## src/rtl/VX_gpu_pkg.sv

```systemverilog
// Shared types for the KMU CTA scheduler: FSM states, grid coordinates and
// the credit-counter width helper.
package VX_gpu_pkg;

    typedef enum logic [1:0] {
        StIdle,
        StDispatch,
        StDrain,
        StDone
    } kmu_cta_state_e;

    // z first so the struct overlays launch_grid {z, y, x} bit-for-bit
    typedef struct packed {
        logic [31:0] z;
        logic [31:0] y;
        logic [31:0] x;
    } kmu_grid_t;

    function automatic int unsigned kmu_cta_cred_w(input int unsigned max_ctas);
        return $clog2(max_ctas + 1);
    endfunction

endpackage

```

## src/rtl/vx_kmu_rr_pick.sv

```systemverilog
// Combinational round-robin selector: first eligible index at or after rr_ptr,
// wrapping around the vector.
module vx_kmu_rr_pick #(
    parameter int unsigned NUM = 4,
    parameter int unsigned IDW = 2
) (
    input  logic [NUM-1:0] eligible,
    input  logic [IDW-1:0] rr_ptr,
    output logic [IDW-1:0] grant,
    output logic           any
);

    logic [IDW-1:0] idx;

    always_comb begin
        grant = '0;
        any   = 1'b0;
        idx   = '0;
        for (int unsigned i = 0; i < NUM; i++) begin
            idx = IDW'((32'(rr_ptr) + i) % NUM);
            if (!any && eligible[idx]) begin
                grant = idx;
                any   = 1'b1;
            end
        end
    end

endmodule

```

## src/rtl/vx_kmu_cta_scheduler.sv

```systemverilog
// CTA dispatcher for one kernel launch: walks the grid z-fastest, issues one CTA
// per cycle to a round-robin core with free credits and reports completion.
module vx_kmu_cta_scheduler
    import VX_gpu_pkg::*;
#(
    parameter int unsigned NUM_CORES         = 4,
    parameter int unsigned MAX_CTAS_PER_CORE = 2,
    parameter int unsigned CORE_IDW          = (NUM_CORES > 1) ? $clog2(NUM_CORES) : 1
) (
    input  logic                 clk,
    input  logic                 reset,
    input  logic                 launch_valid,
    output logic                 launch_ready,
    input  logic [95:0]          launch_grid,
    output logic                 cta_valid,
    input  logic                 cta_ready,
    output logic [CORE_IDW-1:0]  cta_core,
    output logic [31:0]          cta_x,
    output logic [31:0]          cta_y,
    output logic [31:0]          cta_z,
    output logic [31:0]          cta_id,
    input  logic [NUM_CORES-1:0] core_retire,
    output logic                 kernel_done,
    output logic                 busy,
    output logic                 err_underflow
);

    localparam int unsigned KMU_CTA_CRED_W = kmu_cta_cred_w(MAX_CTAS_PER_CORE);
    localparam logic [KMU_CTA_CRED_W-1:0] CRED_MAX = KMU_CTA_CRED_W'(MAX_CTAS_PER_CORE);

    kmu_cta_state_e            state_q, state_d;
    kmu_grid_t                 grid_q, grid_d;
    kmu_grid_t                 pos_q, pos_d;
    logic [31:0]               id_q, id_d;
    logic [KMU_CTA_CRED_W-1:0] outstanding_q [NUM_CORES];
    logic [KMU_CTA_CRED_W-1:0] outstanding_d [NUM_CORES];
    logic [CORE_IDW-1:0]       rr_q, rr_d, lock_core_q, lock_core_d, grant;
    logic                      lock_q, lock_d, err_q, err_d, any;
    logic [NUM_CORES-1:0]      eligible, issue_hit, retire_ok, underflow;
    logic                      handshake, last_cta, all_idle;

    always_comb begin
        eligible = '0;
        for (int i = 0; i < NUM_CORES; i++) begin
            eligible[i] = outstanding_q[i] < CRED_MAX;
        end
    end

    vx_kmu_rr_pick #(
        .NUM (NUM_CORES),
        .IDW (CORE_IDW)
    ) u_rr_pick (
        .eligible (eligible),
        .rr_ptr   (rr_q),
        .grant    (grant),
        .any      (any)
    );

    // A stalled offer keeps its core even if retires change the pick.
    assign cta_valid     = (state_q == StDispatch) && (lock_q || any);
    assign cta_core      = lock_q ? lock_core_q : grant;
    assign cta_x         = pos_q.x;
    assign cta_y         = pos_q.y;
    assign cta_z         = pos_q.z;
    assign cta_id        = id_q;
    assign handshake     = cta_valid && cta_ready;
    assign launch_ready  = (state_q == StIdle);
    assign busy          = (state_q != StIdle);
    assign kernel_done   = (state_q == StDone);
    assign err_underflow = err_q;
    assign last_cta      = (pos_q.x == grid_q.x - 32'd1) && (pos_q.y == grid_q.y - 32'd1) &&
                           (pos_q.z == grid_q.z - 32'd1);

    always_comb begin
        issue_hit = '0;
        retire_ok = '0;
        underflow = '0;
        all_idle  = 1'b1;
        for (int i = 0; i < NUM_CORES; i++) begin
            issue_hit[i]     = handshake && (cta_core == CORE_IDW'(i));
            retire_ok[i]     = core_retire[i] && (outstanding_q[i] != '0);
            underflow[i]     = core_retire[i] && (outstanding_q[i] == '0);
            outstanding_d[i] = outstanding_q[i];
            if (issue_hit[i] && !retire_ok[i]) begin
                outstanding_d[i] = outstanding_q[i] + 1'b1;
            end else if (!issue_hit[i] && retire_ok[i]) begin
                outstanding_d[i] = outstanding_q[i] - 1'b1;
            end
            if (outstanding_d[i] != '0) begin
                all_idle = 1'b0;
            end
        end
        err_d = err_q | (|underflow);
    end

    always_comb begin
        state_d     = state_q;
        grid_d      = grid_q;
        pos_d       = pos_q;
        id_d        = id_q;
        rr_d        = rr_q;
        lock_d      = lock_q;
        lock_core_d = lock_core_q;
        case (state_q)
            StIdle: begin
                if (launch_valid) begin
                    grid_d = launch_grid;
                    if ((launch_grid[31:0] == '0) || (launch_grid[63:32] == '0) ||
                        (launch_grid[95:64] == '0)) begin
                        state_d = StDone;
                    end else begin
                        pos_d   = '0;
                        id_d    = '0;
                        lock_d  = 1'b0;
                        state_d = StDispatch;
                    end
                end
            end
            StDispatch: begin
                if (handshake) begin
                    lock_d  = 1'b0;
                    rr_d    = (32'(cta_core) == NUM_CORES - 1) ? '0 : cta_core + 1'b1;
                    id_d    = id_q + 32'd1;
                    pos_d.z = pos_q.z + 32'd1;
                    if (pos_d.z == grid_q.z) begin
                        pos_d.z = '0;
                        pos_d.y = pos_q.y + 32'd1;
                        if (pos_d.y == grid_q.y) begin
                            pos_d.y = '0;
                            pos_d.x = pos_q.x + 32'd1;
                        end
                    end
                    if (last_cta) begin
                        state_d = StDrain;
                    end
                end else if (cta_valid) begin
                    lock_d      = 1'b1;
                    lock_core_d = cta_core;
                end
            end
            StDrain: begin
                if (all_idle) begin
                    state_d = StDone;
                end
            end
            StDone: begin
                state_d = StIdle;
            end
            default: begin
                state_d = StIdle;
            end
        endcase
    end

    always_ff @(posedge clk or negedge reset) begin
        if (!reset) begin
            state_q     <= StIdle;
            grid_q      <= '0;
            pos_q       <= '0;
            id_q        <= '0;
            rr_q        <= '0;
            lock_q      <= 1'b0;
            lock_core_q <= '0;
            err_q       <= 1'b0;
            for (int i = 0; i < NUM_CORES; i++) begin
                outstanding_q[i] <= '0;
            end
        end else begin
            state_q     <= state_d;
            grid_q      <= grid_d;
            pos_q       <= pos_d;
            id_q        <= id_d;
            rr_q        <= rr_d;
            lock_q      <= lock_d;
            lock_core_q <= lock_core_d;
            err_q       <= err_d;
            for (int i = 0; i < NUM_CORES; i++) begin
                outstanding_q[i] <= outstanding_d[i];
            end
        end
    end

endmodule

```

## config.mk

```make
export PLATFORM = sky130hd
export DESIGN_NAME = vx_kmu_cta_scheduler
export DESIGN_NICKNAME = d
export VERILOG_FILES = /design/src/rtl/VX_gpu_pkg.sv /design/src/rtl/vx_kmu_rr_pick.sv /design/src/rtl/vx_kmu_cta_scheduler.sv
export SDC_FILE = /design/constraint.sdc
export NUM_CORES = 1
export LEC_CHECK = 0
export CAP_MARGIN = 25
export CORE_MARGIN = 5
export CORE_UTILIZATION = 38
export CTS_CLUSTER_DIAMETER = 100
export CTS_CLUSTER_SIZE = 24
export DETAILED_ROUTE_END_ITERATION = 7
export GPL_TIMING_DRIVEN = 0
export SLEW_MARGIN = 20
export SYNTH_ARGS = -nofsm -noshare
export SYNTH_HDL_FRONTEND = slang
export SYNTH_SLANG_ARGS = --single-unit
```

## constraint.sdc

```tcl
create_clock -name clk -period 10.1 [get_ports clk]
set_clock_uncertainty 0.15 [all_clocks]
set_input_delay 2.02 -clock clk [delete_from_list [all_inputs] [get_ports clk]]
set_output_delay 2.02 -clock clk [all_outputs]
set_load 0.005 [all_outputs]
```

==> Word-level counts from Yosys, hierarchy flattened <==
Cells that the tools add are included.
{ "totals": {"output_inout_bits": 135, "in_bits": 104, "regBits": 240} }
{ "op_classes": {"n_mux": 51, "n_reduce_logical": 69, "eq_ne": 19, "order_cmp": 8, "n_addsub": 19, "bitwise": 2} }
{ "ops": {"columns": ["cell", "n"], "rows": [
  ["2-to-1 mux 96 bit", 4],
  ["case mux 96 bit (2 select lines)", 1],
  ["equality test 32 bit", 5],
  ["adder 32 x 1 -> 32 bit, second input constant", 4],
  ["zero test 32 bit", 3],
  ["2-to-1 mux 32 bit", 3],
  ["subtractor 32 x 1 -> 32 bit, second input constant", 3],
  ["2-to-1 mux 64 bit", 1],
  ["case mux 32 bit (2 select lines)", 1],
  ["2-to-1 mux 2 bit", 19],
  ["logical AND 1 bit", 27],
  ["nonzero test 2 bit", 10],
  ["2-to-1 mux 1 bit", 16],
  ["adder 2 x 1 -> 2 bit, second input constant", 6],
  ["zero test 2 bit", 6],
  ["less-than comparator 2 x 3 -> 1 bit, second input constant", 4],
  ["AND reduction 4 bit", 3],
  ["zero test 1 bit", 11],
  ["inequality test 2 bit, second input constant", 5],
  ["binary-select mux 1 bit (select 2 bit)", 4],
  ["equality test 2 bit, second input constant", 4],
  ["less-than comparator 2 bit, second input constant", 4],
  ["case mux 2 bit (4 select lines)", 1],
  ["subtractor 2 x 1 -> 2 bit, second input constant", 4],
  ["other kinds (13)", 19]
]} }

==> Logic depth before layout (Yosys ltp) <==
{ "depth": {"depth_word": 28, "ltp_mapped": 15, "mapped_depth_nobuf": 14} }

==> Cells and area by module <==
A second synthesis with hierarchy kept.
{ "hier_totals": {"hier_cells": 1964, "hier_area_um2": 17043.8} }
{ "modules_own_cells": {"columns": ["module", "cells_each", "instances", "area_per_inst_um2", "seq_area_each_um2"], "rows": [
  ["vx_kmu_cta_scheduler", 1949, 1, 16966.3, 6005.8],
  ["vx_kmu_rr_pick", 15, 1, 77.6, 0.0]
]} }

==> Worst setup path before layout <==
OpenSTA, ideal clock, no wires.
{ "synth_path": {"kind": "input to register", "start": "input launch_grid[92]", "end": "register pos_q, in the netlist cta_x[29]", "setup_time_ns": 0.125, "path_slack_ns": 5.755, "arrival_ns": 4.071, "t_required_ns": 9.825, "n_path_buf": 2, "path_stages": 12, "cell_sequence": "nor4_1 > nand4_1 > o22ai_1 > o31ai_1 > o211a_1 > clkbuf_1 > nand4b_1 > nor3_2 > o22ai_1 > clkbuf_1 > o21bai_1 > mux2_2"} }
{ "synth_between": {"elab_chain_cells": 4} }
{ "synth_lines": {"columns": ["element", "line_no", "source"], "rows": [
  ["start, declared", "vx_kmu_cta_scheduler.sv:14", "input logic [95:0] launch_grid,"],
  ["zero test 32 bit", "vx_kmu_cta_scheduler.sv:109", "(launch_grid[95:64] == '0)) begin"],
  ["logical OR 1 bit", "vx_kmu_cta_scheduler.sv:108", "if ((launch_grid[31:0] == '0) || (launch_grid[63:32] == '0) ||"],
  ["inequality test 2 bit (no line)", null, null],
  ["AND reduction 6 bit (no line)", null, null],
  ["end signal, assigned", "vx_kmu_cta_scheduler.sv:171", "pos_q <= pos_d;"],
  ["end, declared", "vx_kmu_cta_scheduler.sv:33", "kmu_grid_t pos_q, pos_d;"]
]} }
Every way passes these cells.
A chain may end at the register's enable or synchronous reset.

==> Worst setup path after layout <==
{ "layout_path": {"start": "input launch_grid[56]", "end": "register pos_q, in the netlist cta_x[29]"} }
{ "layout_between": {"elab_chain_cells": 5} }
{ "layout_lines": {"columns": ["element", "line_no"], "rows": [
  ["zero test 32 bit", "vx_kmu_cta_scheduler.sv:108"],
  ["logical OR 1 bit (2 in a row)", "vx_kmu_cta_scheduler.sv:108"],
  ["inequality test 2 bit (no line)", null],
  ["AND reduction 6 bit (no line)", null]
]} }
Every way passes these cells.

==> impl_results.md <==
- Routability cong.: 0.938
- Vias in the first global route: 15,300
- Max clock buf depth: 3
- Met2 Use GR: 38.0%
- Worst-margin pin slew: between 1 and 1.5 ns
- Gr usage total: 23.1%
- Worst Slack Setup Final: about 4.3 ns
- HP Class: flip-flop to flip-flop
- Syn Std Cell Area: ~17,000 um2
- Met1 Use GR: between 30% and 40%
- Hold path endpoint: err_underflow
- Reg2Reg Launch Point: cta_z[1]
- Final layout net count: ~2,300
- Max_slew headroom: 29.1%
- Design Power: 0.00427 W
- Post-CTS setup buffers: 0
- Die Ht: 221 um
- Post-CTS Hold Buffers: 0
- Share of layout cells above drive strength 1: 9.69%
- Grt ovf: 0
- EDFF count, synth: 0
- Reg-to-Reg End: cta_z[21]
- Mapped Cells: 1,920
- Crit path kind: primary input to flip-flop
- Hold Crit Start: err_underflow
- Status: complete, no violations
- Maximum clock rate: between 0.15 and 0.2 GHz
- Hold path cells: 2
- Final Max Tran Viols: 0
- Synth cell types: 87
- Largest net degree at the start of global routing: between 80 and 90
- Boundary pin count: 239
- Worst skew pair latency: 0.54 ns
- Initial Util: around two fifths
- Die X: 221 um
- CTS tree: done
- Crit end category: flip-flop
- Post-cts sizing count: 0
- Tcrit/Tclk final: 57.0%
- Peak supply drop: roughly 140 uV
- Max-cap viol count: 0
- Area grow syn2layout: 21.7%
- # diodes: 0
- Final wirelength: 59.0 mm
- WP data arrival: 6.04 ns
- R2R Setup Slk: 5.01 ns
- Most used DFF post-synth: dfrtp_1
- Post-synthesis async set-or-reset flop share: 100%
- Synthesis Warnings: 0
- Final setup viols: 0
- Mapped Nets: 2,043
- Crit Path Max Fanout: 10
- Routed len/inst: approximately 21 um
- Antenna Nets Post-Route: 0
- Register area share after synthesis: 35.4%
- Total clock sinks: 240
- Most frequent cells in the layout: 240 x dfrtp_1, 237 x clkdlybuf4s50_1, 179 x nand2_1
- Commonest non-fill, non-tap cell in the layout: dfrtp_1
- Drt first pass iters: 7
- Die area: a little under 50,000 um2
- Layer with the highest usage: met2
- Initial drt markers: 1,253
- M3 GR Usage: 2.62%
- Final Util: 46.7%
- Avg Synthesized Cell Area: 8.84 um2
- H-tree depth: 1
- WP data required: 10.38 ns
- Post-Place Worst Slack: a little under 4 ns
- Tmin final: 5.76 ns
- RSZ-0062 raised after global routing: false
- Port Buffers: 238
- Final hold vios: 0
- First-pass GRT wire length: 91.6 mm
- Post-DP HPWL: 47.0 mm
- Clk slew on worst S/H paths: 0.10 ns
- Reg2reg path depth: 14
- Synth Register Bits: 240
- PD cells: 206 nW/um2
- Via/cell ratio: 5.77
- Site Rows: 77
- Core ar.: 44,200 um2
- Initial antenna violation count: 1
- CTS Root Cell: clkbuf_16
- CTS buffer count: 15
- DRC violations left: 0
- Critical Path Start Type: primary input
- Pleak: 8.08 nW
- Vias: 16,000
report_power, final:
group	switching (W)	total (W)	internal [W]
clock network	0.000372	0.000683	0.000311
registers	0.000309	0.00151	0.00120
logic	0.00118	0.00207	0.000897
cell families (layout without fill, tap and decap cells):
| kind of cell | count (synthesis) | in the layout | share of synthesized area, % |
|---|---|---|---|
| AND/OR/NAND/NOR | 880 | 880 | 28.6 |
| AO/OA/AOI/OAI | 274 | 274 | 11.0 |
| flip-flops | 240 | 240 | 35.4 |
| XOR/XNOR | 225 | 225 | 11.6 |
| buffers and inverters | 153 | 420 | 3.73 |
| multiplexers | 129 | 129 | 8.38 |
| adder cells (fa/ha/maj) | 19 | 19 | 1.40 |
cell usage after synthesis, types with 16 or more instances:
cell	number	area, um2
a21o_1	26	195
a21oi_1	41	205
a31oi_1	28	175
and3_1	43	269
and4_1	16	140
buf_2	34	170
clkbuf_1	71	267
dfrtp_1	240	6010
ha_1	19	238
inv_1	36	135
mux2_2	105	1180
mux2i_1	24	240
nand2_1	179	672
nand3_1	126	631
nand4_1	48	300
nor2_1	139	522
nor2b_1	17	106
nor3_1	72	360
nor4_1	75	469
o21ai_0	46	230
o21bai_1	20	150
or3_1	30	188
xnor2_1	135	1180
xor2_1	90	788
critical path: stages:
cell             delay [ns]
clkdlybuf4s50_1        0.59
nor4_1                 0.15
nand4_1                0.13
o22ai_1                0.13
o31ai_1                0.69
o211a_1                0.25
clkbuf_1               0.47
nand4b_1               0.18
nor3_2                 0.29
o22ai_1                0.32
clkbuf_1               0.32
o21bai_1               0.22
mux2_2                 0.26
registers in the layout (all words and copies together), names as in the netlist:
| signal | flops |
|---|---|
| grid_q | 96 |
| cta_x | 32 |
| lock_core_q | 2 |
| err_underflow | 1 |
| rr_q | 2 |
| cta_id | 32 |
| cta_y | 32 |
| outstanding_q | 8 |
| cta_z | 32 |
| lock_q | 1 |
| state_q | 2 |
worst max path at each step:
stage	depth (start not counted)	from	to
6_report	13	launch_grid[56]	cta_x[29]
5_1_grt	13	launch_grid[81]	cta_x[29]
4_1_cts	13	launch_grid[92]	cta_x[29]
3_5_place_dp	13	launch_grid[47]	cta_x[29]
3_3_place_gp	1	reset	cta_id[27]
2_1_floorplan	12	launch_grid[92]	cta_x[29]
routing by layer:
layer,routed length (um),share of wire (%)
met2,27700,47
met1,26700,45
met4,1250,2.1
met3,3320,5.6
met5,13,0.022
stage by stage:
| step | cells | setup TNS [ns] | hold slack [ns] | cell area, um2 |
|---|---|---|---|---|
| floorplan | 1920 | 0 | 0.313 | 17000 |
| global placement | 2750 | -924.01 | 0.308 | 20100 |
| detailed placement | 2753 | 0 | 0.329 | 20200 |
| CTS | 2778 | 0 | 0.352 | 20700 |
| global route | 2779 | 0 | 0.388 | 20700 |
| finish | 2779 | 0 | 0.347 | 20700 |
area by class of cell:
cell class	instances	area, um2
clock buffer	19	430
multi-input combinational	1527	10300
buffer	117	498
fill	4204	23600
clock inverter	6	56.3
sequential	240	6010
timing repair buffer	242	2450
inverter	36	135
tap	592	741
(Power assumes the default switching activity.)
